**src/rtl/regfile_sequencer.sv**
```systemverilog
// Multi-cycle control unit for the 4x8-bit register file: fetches 8-bit
// instructions, runs a FETCH/DECODE/EXEC/WB sequence and drives the write port.
module regfile_sequencer #(
  parameter int PC_W   = 8,
  parameter int DATA_W = 8
) (
  input  logic              clk,
  input  logic              reset,
  input  logic              run,
  output logic [PC_W-1:0]   instr_addr,
  input  logic [7:0]        instr_data,
  output logic [1:0]        read_register1,
  output logic [1:0]        read_register2,
  input  logic [DATA_W-1:0] read_data1,
  input  logic [DATA_W-1:0] read_data2,
  output logic [1:0]        write_register,
  output logic              reg_write,
  output logic [DATA_W-1:0] write_data,
  output logic              halted,
  output logic              zero_flag,
  output logic [2:0]        state
);

  typedef enum logic [2:0] {
    S_IDLE   = 3'd0,
    S_FETCH  = 3'd1,
    S_DECODE = 3'd2,
    S_EXEC   = 3'd3,
    S_WB     = 3'd4,
    S_HALT   = 3'd5
  } state_t;

  typedef enum logic [1:0] {
    OP_ADD  = 2'b00,
    OP_SUB  = 2'b01,
    OP_MOVI = 2'b10,
    OP_JMP  = 2'b11
  } opcode_t;

  state_t            state_q, state_d;
  logic [PC_W-1:0]   pc_q;
  logic [7:0]        ir_q;
  logic [DATA_W-1:0] result_q;
  logic [DATA_W-1:0] alu_result;
  logic [PC_W-1:0]   jmp_target;
  logic              self_jump;
  opcode_t           op;
  logic              reg_write_d;
  logic              halted_d;

  assign op         = opcode_t'(ir_q[7:6]);
  assign jmp_target = PC_W'(ir_q[5:0]);
  assign self_jump  = (jmp_target == pc_q);

  assign instr_addr = pc_q;
  assign write_data = result_q;
  assign state      = state_q;

  always_comb begin
    alu_result = '0;
    unique case (op)
      OP_ADD:  alu_result = read_data1 + read_data2;
      OP_SUB:  alu_result = read_data1 - read_data2;
      OP_MOVI: alu_result = DATA_W'(ir_q[3:0]);
      OP_JMP:  alu_result = '0;
    endcase
  end

  // State register
  always_ff @(posedge clk or negedge reset) begin
    if (!reset) state_q <= S_IDLE;
    else        state_q <= state_d;
  end

  // Next-state logic
  always_comb begin
    state_d = state_q;
    unique case (state_q)
      S_IDLE:   if (run) state_d = S_FETCH;
      S_FETCH:  state_d = S_DECODE;
      S_DECODE: state_d = S_EXEC;
      S_EXEC: begin
        if (op == OP_JMP) state_d = self_jump ? S_HALT : S_FETCH;
        else              state_d = S_WB;
      end
      S_WB:     state_d = run ? S_FETCH : S_IDLE;
      S_HALT:   state_d = S_HALT;
      default:  state_d = S_IDLE;
    endcase
  end

  // Output logic: strobes are decoded from the next state and then registered
  always_comb begin
    reg_write_d = (state_d == S_WB);
    halted_d    = (state_d == S_HALT);
  end

  always_ff @(posedge clk or negedge reset) begin
    if (!reset) begin
      reg_write <= 1'b0;
      halted    <= 1'b0;
    end else begin
      reg_write <= reg_write_d;
      halted    <= halted_d;
    end
  end

  // Datapath; the write address and result only move in EXEC, so they are
  // stable across the whole WB strobe.
  always_ff @(posedge clk or negedge reset) begin
    if (!reset) begin
      pc_q           <= '0;
      ir_q           <= '0;
      result_q       <= '0;
      read_register1 <= '0;
      read_register2 <= '0;
      write_register <= '0;
      zero_flag      <= 1'b0;
    end else begin
      unique case (state_q)
        S_FETCH: ir_q <= instr_data;
        S_DECODE: begin
          read_register1 <= ir_q[5:4];
          read_register2 <= ir_q[3:2];
        end
        S_EXEC: begin
          if (op == OP_JMP) begin
            if (!self_jump) pc_q <= jmp_target;
          end else begin
            result_q       <= alu_result;
            write_register <= (op == OP_MOVI) ? ir_q[5:4] : ir_q[1:0];
          end
        end
        S_WB: begin
          zero_flag <= (result_q == '0);
          pc_q      <= pc_q + PC_W'(1);
        end
        default: ;
      endcase
    end
  end

endmodule

```
**config.mk**
```make
export PLATFORM = sky130hd
export DESIGN_NAME = regfile_sequencer
export DESIGN_NICKNAME = d
export VERILOG_FILES = /design/src/rtl/regfile_sequencer.sv
export SDC_FILE = /design/constraint.sdc
export NUM_CORES = 1
export LEC_CHECK = 0
export ABC_CLOCK_PERIOD_IN_PS = 2320
export CORE_ASPECT_RATIO = 0.5
export CORE_MARGIN = 3
export CORE_UTILIZATION = 45
export CTS_CLUSTER_SIZE = 12
export DETAILED_ROUTE_END_ITERATION = 8
export PLACE_DENSITY = 0.77
export RECOVER_POWER = 100
export SYNTH_ARGS = -nofsm -noshare
export SYNTH_HDL_FRONTEND = slang
export SYNTH_SLANG_ARGS = --single-unit
```
**constraint.sdc**
```tcl
create_clock -name clk -period 2.32 [get_ports clk]
set_input_delay 0.464 -clock clk [delete_from_list [all_inputs] [get_ports clk]]
set_output_delay 0.464 -clock clk [all_outputs]
set_load 0.03 [all_outputs]
```
==> results of run 1 <==
layer usage:
metal  up-vias  routed length, um
met2        34               2760
met5         -                  0
met3         7                177
met1       943               2470
met4         0                 59
li1        964                  -
cells by family (layout without fill, tap and decap cells):
group | after synthesis | in the layout
simple gates | 75 | 75
compound gates | 52 | 52
flops | 36 | 36
xor+xnor | 17 | 17
mux | 17 | 17
buf+inv | 15 | 99
fa+ha+maj | 10 | 10
stage by stage:
stage / util, % / hold WS, ns
after CTS: 69.0 / 0.497
after floorplan: - / 0.168
after global routing: 70.0 / 0.539
after global placement: 65.6 / 0.463
final: 70.0 / 0.492
after detailed placement: 65.6 / 0.482
critical path, stage by stage:
cell and delay [ns]:
buf_6 0.10, inv_4 0.05, ha_4 0.13, nor3b_4 0.24, buf_4 0.17, a21oi_4 0.06
xnor2_2 0.14, ha_1 0.30, inv_1 0.05, or4_1 0.51, mux2_4 0.28, nand3_2 0.06
power groups by stage:
stage	Combinational, W	Sequential, W	Clock [W]
final	0.00278	0.00130	0.000547
after global routing	0.00301	0.00136	0.000588
after CTS	0.00279	0.00130	0.000550
after detailed placement	0.00272	0.00131	0
after global placement	0.00265	0.00129	0
after floorplan	0.00144	0.00160	0
sequential cells by signal, summed over array words and instances (netlist names):
name and cells:
halted 1, ir_q 8, read_register1 2, zero_flag 1
instr_addr 8, state 3, write_data 8, write_register 2
read_register2 2, reg_write 1
placed cells by master (no fill, tap or decap), types with 3 or more instances in the layout:
| cell type | count |
|---|---|
| a31oi_1 | 3 |
| nor4_1 | 3 |
| mux2i_1 | 3 |
| inv_1 | 4 |
| clkbuf_8 | 5 |
| xor2_1 | 8 |
| nor3_1 | 4 |
| xnor2_1 | 7 |
| a21oi_1 | 11 |
| a21o_1 | 4 |
| nor2b_1 | 4 |
| nand3_1 | 10 |
| clkdlybuf4s50_1 | 46 |
| nand2_1 | 20 |
| nand2b_1 | 3 |
| mux2_2 | 12 |
| dfrtp_1 | 36 |
| nor2_2 | 3 |
| buf_6 | 3 |
| nor2_1 | 12 |
| buf_4 | 28 |
| dlygate4sd3_1 | 4 |
| a21oi_2 | 3 |
| o21a_1 | 3 |
| o21ai_0 | 11 |
| ha_1 | 8 |
layout make-up:
| cell class | instances | area (um2) |
|---|---|---|
| clock inverter | 2 | 35.0 |
| tap | 66 | 82.6 |
| clock buffer | 6 | 72.6 |
| inverter | 6 | 27.5 |
| fill | 373 | 1380 |
| timing repair buffer | 85 | 772 |
| sequential | 36 | 901 |
| multi-input combinational | 171 | 1330 |
how the worst max path moves through the flow:
stage | end | startpoint | slack [ns] | cells after the start
2_1_floorplan | write_data[7] | read_data2[0] | 0.008 | 11
3_3_place_gp | write_data[5] | read_data2[0] | -0.54 | 9
3_5_place_dp | write_data[7] | read_data2[0] | -0.64 | 12
4_1_cts | write_data[7] | ir_q[7] | 0.02 | 10
5_1_grt | write_data[6] | read_data2[4] | -0.09 | 9
6_report | write_data[6] | read_data2[0] | 0.01 | 12
what timing repair did:
item,in CTS,in global routing
hold buffers,0,0
setup buffers,3,1
gates resized for setup,23,13
endpoints found under the setup margin,5,4
pin swaps,12,9
==> flow_summary.ini, run 1 <==
[cells_and_area]
syn2layout_area_growth_pct = 44.1
layout-drive-gt1-share_pct = 25.2
diodes = 0
final_nets = 342
fin_area_um2 = 3220
final_cells = 372

[placement]
placed_area_um2 = 3010
portBuffers = 54
gp_congestion = 0.771
dp_slack_ns = -0.644
hpwl_um = 4130
placed_cells = 361

[logic_synthesis]
synthArstFlopShare_pct = 100
yosys.area_share.simple_pct = 18.2
muxShareOfSynthArea_pct = 8.35
yosysWarnings = 0
synth_cells = 222
ys.flop_type = dfrtp_1
synth-edff-count = 0
syn_area_per_cell_um2 = 10.1
synth_top_family_by_area = simple AND/OR/NAND/NOR gates
ys_ff_latch = 36
yosysMostFrequentCell = dfrtp_1
yosysSeqAreaShare_pct = 40.4
yosysTopAreaCell = dfrtp_1
synth_area_um2 = 2230
netlist_top_cells_count = dfrtp_1, nand2_1, nor2_1
synth_cell_types = 50
synth_fa_ha_area_share_pct = 5.94
synth-xor-area-share_pct = 6.67
synth_compound_area_share_pct = 16.9
synth_top_area_share_pct = 40.4
syn-num-nets = 259
synth_area_leaders = dfrtp_1, mux2_2, ha_1

[pwr]
p_clk_share_pct = 11.8
power_frac_seq_pct = 28.1
netSwitchingFraction_pct = 44.0
ir_drop_v = 0.000518
powerDensity_nw_per_um2 = 1440
p_leak_nw = 1.40
combinationalPowerShare_pct = 60.0
p_switching_w = 0.00203
p_total_w = 0.00463
p_int_w = 0.00259

[global_routing]
grt_usage_pct = 19.4
met3_usage_pct = 3.13
top_usage_layer = met2
grt_max_degree = 37
grt_antenna_before_repair = 0
grt_use_met1_pct = 25.0
grt_pass1_wl_um = 9300
grt_util_met2_pct = 34.1
grt_pass1_vias = 1991
grt.overflow.total = 0

[detailed_routing]
routed_wl_um = 5470
wl_per_cell_um = 14.7
dr.first_iter.drc_count = 75
drc = 0
vias_per_cell = 5.24
antenna_left = 0
num_vias = 1948
first_pass_iters = 4

[critical_path]
reg2reg_depth = 10
crit_type = in2reg
r2r_end = write_data[5]
cp.arrival_ns = 2.54
cp_max_fo = 2
end_kind = flop
reg2reg_from = ir_q[7]
critical_path_required_ns = 2.55
critPathLaunchType = input port
r2r_slack_ns = 0.03

[timing]
hold_violations = 0
drv_slew = 0
period_needed_ns = 2.31
worst_slack_ns = 0.0107
rsz0062_at_grt = yes
finalSetupTns_ns = 0
skew_ns = 0.00684
maxSlewHeadroom_pct = 39.0
period_share_pct = 99.5
final-setup-viol-count = 0
tightest_slew_ns = 0.915
maxClockFrequency_mhz = 433

[clocking]
cts_sinks = 36
htree_levels = 2
path_clk_slew_ns = 0.08
clock_latency_ns = 0.29
clk_path_buf_depth = 2
root_buffer = clkbuf_8
numCtsBuffers = 5
cts_tree = yes

[floorplanning]
die-area_um2 = 5890
rows = 17
die_h_um = 55.8
initial_core_util_pct = 48.6
die_w_um = 106
fp.coreArea_um2 = 4590
num_io_pins = 55

[job]
cap_violations = 0

[hold_path]
hold_end = zero_flag
hold_class = reg2reg
hold_start = zero_flag
hold-path-cell-count = 2

[outcome]
status = finished clean
Power figures use the tool's default switching activity.
==> run 2, diff against run 1 <==
--- a/config.mk
+++ b/config.mk
@@ -5,13 +5,13 @@
 export SDC_FILE = /design/constraint.sdc
 export NUM_CORES = 1
 export LEC_CHECK = 0
-export ABC_CLOCK_PERIOD_IN_PS = 2320
+export ABC_CLOCK_PERIOD_IN_PS = 2690
 export CORE_ASPECT_RATIO = 0.5
 export CORE_MARGIN = 3
-export CORE_UTILIZATION = 45
+export CORE_UTILIZATION = 53
 export CTS_CLUSTER_SIZE = 12
 export DETAILED_ROUTE_END_ITERATION = 8
-export PLACE_DENSITY = 0.77
+export PLACE_DENSITY = 0.85
 export RECOVER_POWER = 100
 export SYNTH_ARGS = -nofsm -noshare
 export SYNTH_HDL_FRONTEND = slang
==> constraint.sdc (replaced) <==
create_clock -name clk -period 2.69 [get_ports clk]
set_input_delay 0.538 -clock clk [delete_from_list [all_inputs] [get_ports clk]]
set_output_delay 0.538 -clock clk [all_outputs]
set_load 0.03 [all_outputs]
==> run 2 against run 1 <==
  * Register-to-register slack better by 0.18 ns
  * Critical path depth is 3 lower
  * Via count is 2.9% higher
  * Cell count is 5.9% lower
  * Final area is 5.5% lower
  * Non-clock buffer count is 6 lower
  * Hold slack worse by 0.0069 ns
  * Wire length is 6.2% higher
  * Clock-buffer cell count stayed put
  * Global-route usage is 5.5 points higher
  * Setup slack better by 0.059 ns
  * Sequential share of layout area is 1.6 points higher
==> flow_summary.ini, run 2 (synthesis gave the netlist of run 1 again) <==
[outcome]
status = finished clean

[global_routing]
grt_pass1_wl_um = 9850
grt_antenna_before_repair = 0
grt_usage_pct = 24.9
grt_pass1_vias = 2083
grt_max_degree = 37
grt.overflow.total = 0

[clocking]
cts_tree = yes
numCtsBuffers = 5
htree_levels = 2
clock_latency_ns = 0.29
post-cts-setup-buffers = 0
cts_sinks = 36
path_clk_slew_ns = 0.07
root_buffer = clkbuf_8
clk_path_buf_depth = 2
hold_buffers = 0

[cells_and_area]
layout_common_cells = dfrtp_1, dlygate4sd3_1, clkdlybuf4s50_1, buf_4, nand2_1
final_common_cell = dfrtp_1
diodes = 0
post-route-util_pct = 81.3
final_nets = 336
layout-drive-gt1-share_pct = 18.7
fin_area_um2 = 3040
syn2layout_area_growth_pct = 36.1

[detailed_routing]
dr.first_iter.drc_count = 56
num_vias = 2004
drc = 0
wl_per_cell_um = 16.6
first_pass_iters = 4
vias_per_cell = 5.73
antenna_left = 0
routed_wl_um = 5800

[timing]
final-setup-viol-count = 0
finalSetupTns_ns = 0
worst_slack_ns = 0.0693
maxClockFrequency_mhz = 382
period_needed_ns = 2.62
tightest_slew_ns = 1.08
hold_violations = 0
skew_ns = 0.00481
maxSlewHeadroom_pct = 27.8
drv_slew = 0
period_share_pct = 97.4

[placement]
hpwl_um = 4290
placed_area_um2 = 2970
dp_slack_ns = -0.371
portBuffers = 54
gp_congestion = 0.783

[critical_path]
crit_type = in2reg
crit_buf_inv = 2
critPathMaxStageDelay_ns = 0.50
critPathLaunchType = input port
slowest_stage = clkdlybuf4s50_1
cp_max_fo = 3
critical_path.cell_chain = clkdlybuf4s50_1 > nor3b_4 > nor2_2 > xnor2_1 > ha_1 > a21o_1 > buf_4 > or3_1 > a32o_1
critical_path.top_delay_family = simple AND/OR/NAND/NOR gates
cp.arrival_ns = 2.79
end_kind = flop
critical_path_required_ns = 2.86

[pwr]
p_leak_nw = 1.36
ir_drop_v = 0.000492
power_frac_seq_pct = 29.9
p_clk_share_pct = 9.9
powerDensity_nw_per_um2 = 1230
p_int_w = 0.00200
netSwitchingFraction_pct = 46.3
combinationalPowerShare_pct = 60.1
p_switching_w = 0.00172

[hold_path]
hold_class = reg2reg

[floorplanning]
num_io_pins = 55
fp.coreArea_um2 = 3730
die-area_um2 = 5070
rows = 15
initial_core_util_pct = 59.8
die_h_um = 51.9
die_w_um = 97.8

[job]
cap_violations = 0
run 2: cell count changes in the layout (fill, tap and decap cells not counted), moves of 2 or more:
cell	previous run	this run
dlymetal6s2s_1	0	2
dlygate4sd3_1	4	30
clkdlybuf4s50_1	46	22
xnor2_2	2	0
inv_2	0	2
inv_4	2	0
nor2_1	12	15
buf_4	28	22
xnor2_1	7	9
nor2_2	3	1
buf_6	3	0
run 2: through the flow:
stage	hold WS (ns)	std cells	total power (W)
global route	0.528	350	0.00400
finish	0.485	350	0.00372
detailed placement	0.475	343	0.00347
floorplan	0.242	222	0.00262
global placement	0.466	343	0.00338
CTS	0.498	350	0.00386
run 2: worst register-to-register path, stage by stage, from the launching register on:
cell     delay (ns)
dfrtp_1        0.38
nor2b_1        0.31
buf_4          0.22
nor2_1         0.06
xnor2_1        0.12
ha_1           0.33
o211a_1        0.23
o31a_1         0.11
or3_1          0.34
a32o_1         0.27
run 2: cell type report:
| type | instances | area [um2] |
|---|---|---|
| multi-input combinational | 171 | 1250 |
| clock inverter | 1 | 5.00 |
| tap | 51 | 63.8 |
| fill | 258 | 697 |
| sequential | 36 | 901 |
| clock buffer | 6 | 72.6 |
| timing repair buffer | 79 | 727 |
| inverter | 6 | 22.5 |
run 2: repair_timing:
item                       in CTS  in global routing
resized for setup               3                  9
setup endpoints to repair       2                  3
pin swaps                       2                  2
run 2: power groups by stage:
stage	Sequential [W]	Clock, W	Combinational (W)
3_5_place_dp	0.00113	0	0.00235
3_3_place_gp	0.00111	0	0.00227
4_1_cts	0.00112	0.000372	0.00237
5_1_grt	0.00116	0.000399	0.00244
2_1_floorplan	0.00138	0	0.00124
6_report	0.00111	0.000369	0.00224
run 2: worst paths after layout:
kind	to	start	cells after the start	slack [ns]
worst max-delay path	write_data[5]	read_data2[2]	9	0.07
worst min-delay path	zero_flag	zero_flag	2	0.49
worst max register to register	write_data[5]	ir_q[7]	9	0.21
worst min register to register	zero_flag	zero_flag	2	0.49
max in group asynchronous	ir_q[5]	reset	2	1.25
min in group asynchronous	write_data[0]	reset	2	0.89
run 2: routing by layer:
| layer | routed length (um) | global-route usage (%) |
|---|---|---|
| met1 | 2550 | 29.7 |
| met2 | 2930 | 45.5 |
| met3 | 235 | 4.82 |
| met4 | 91 | 9.66 |
| met5 | 0 | 0 |
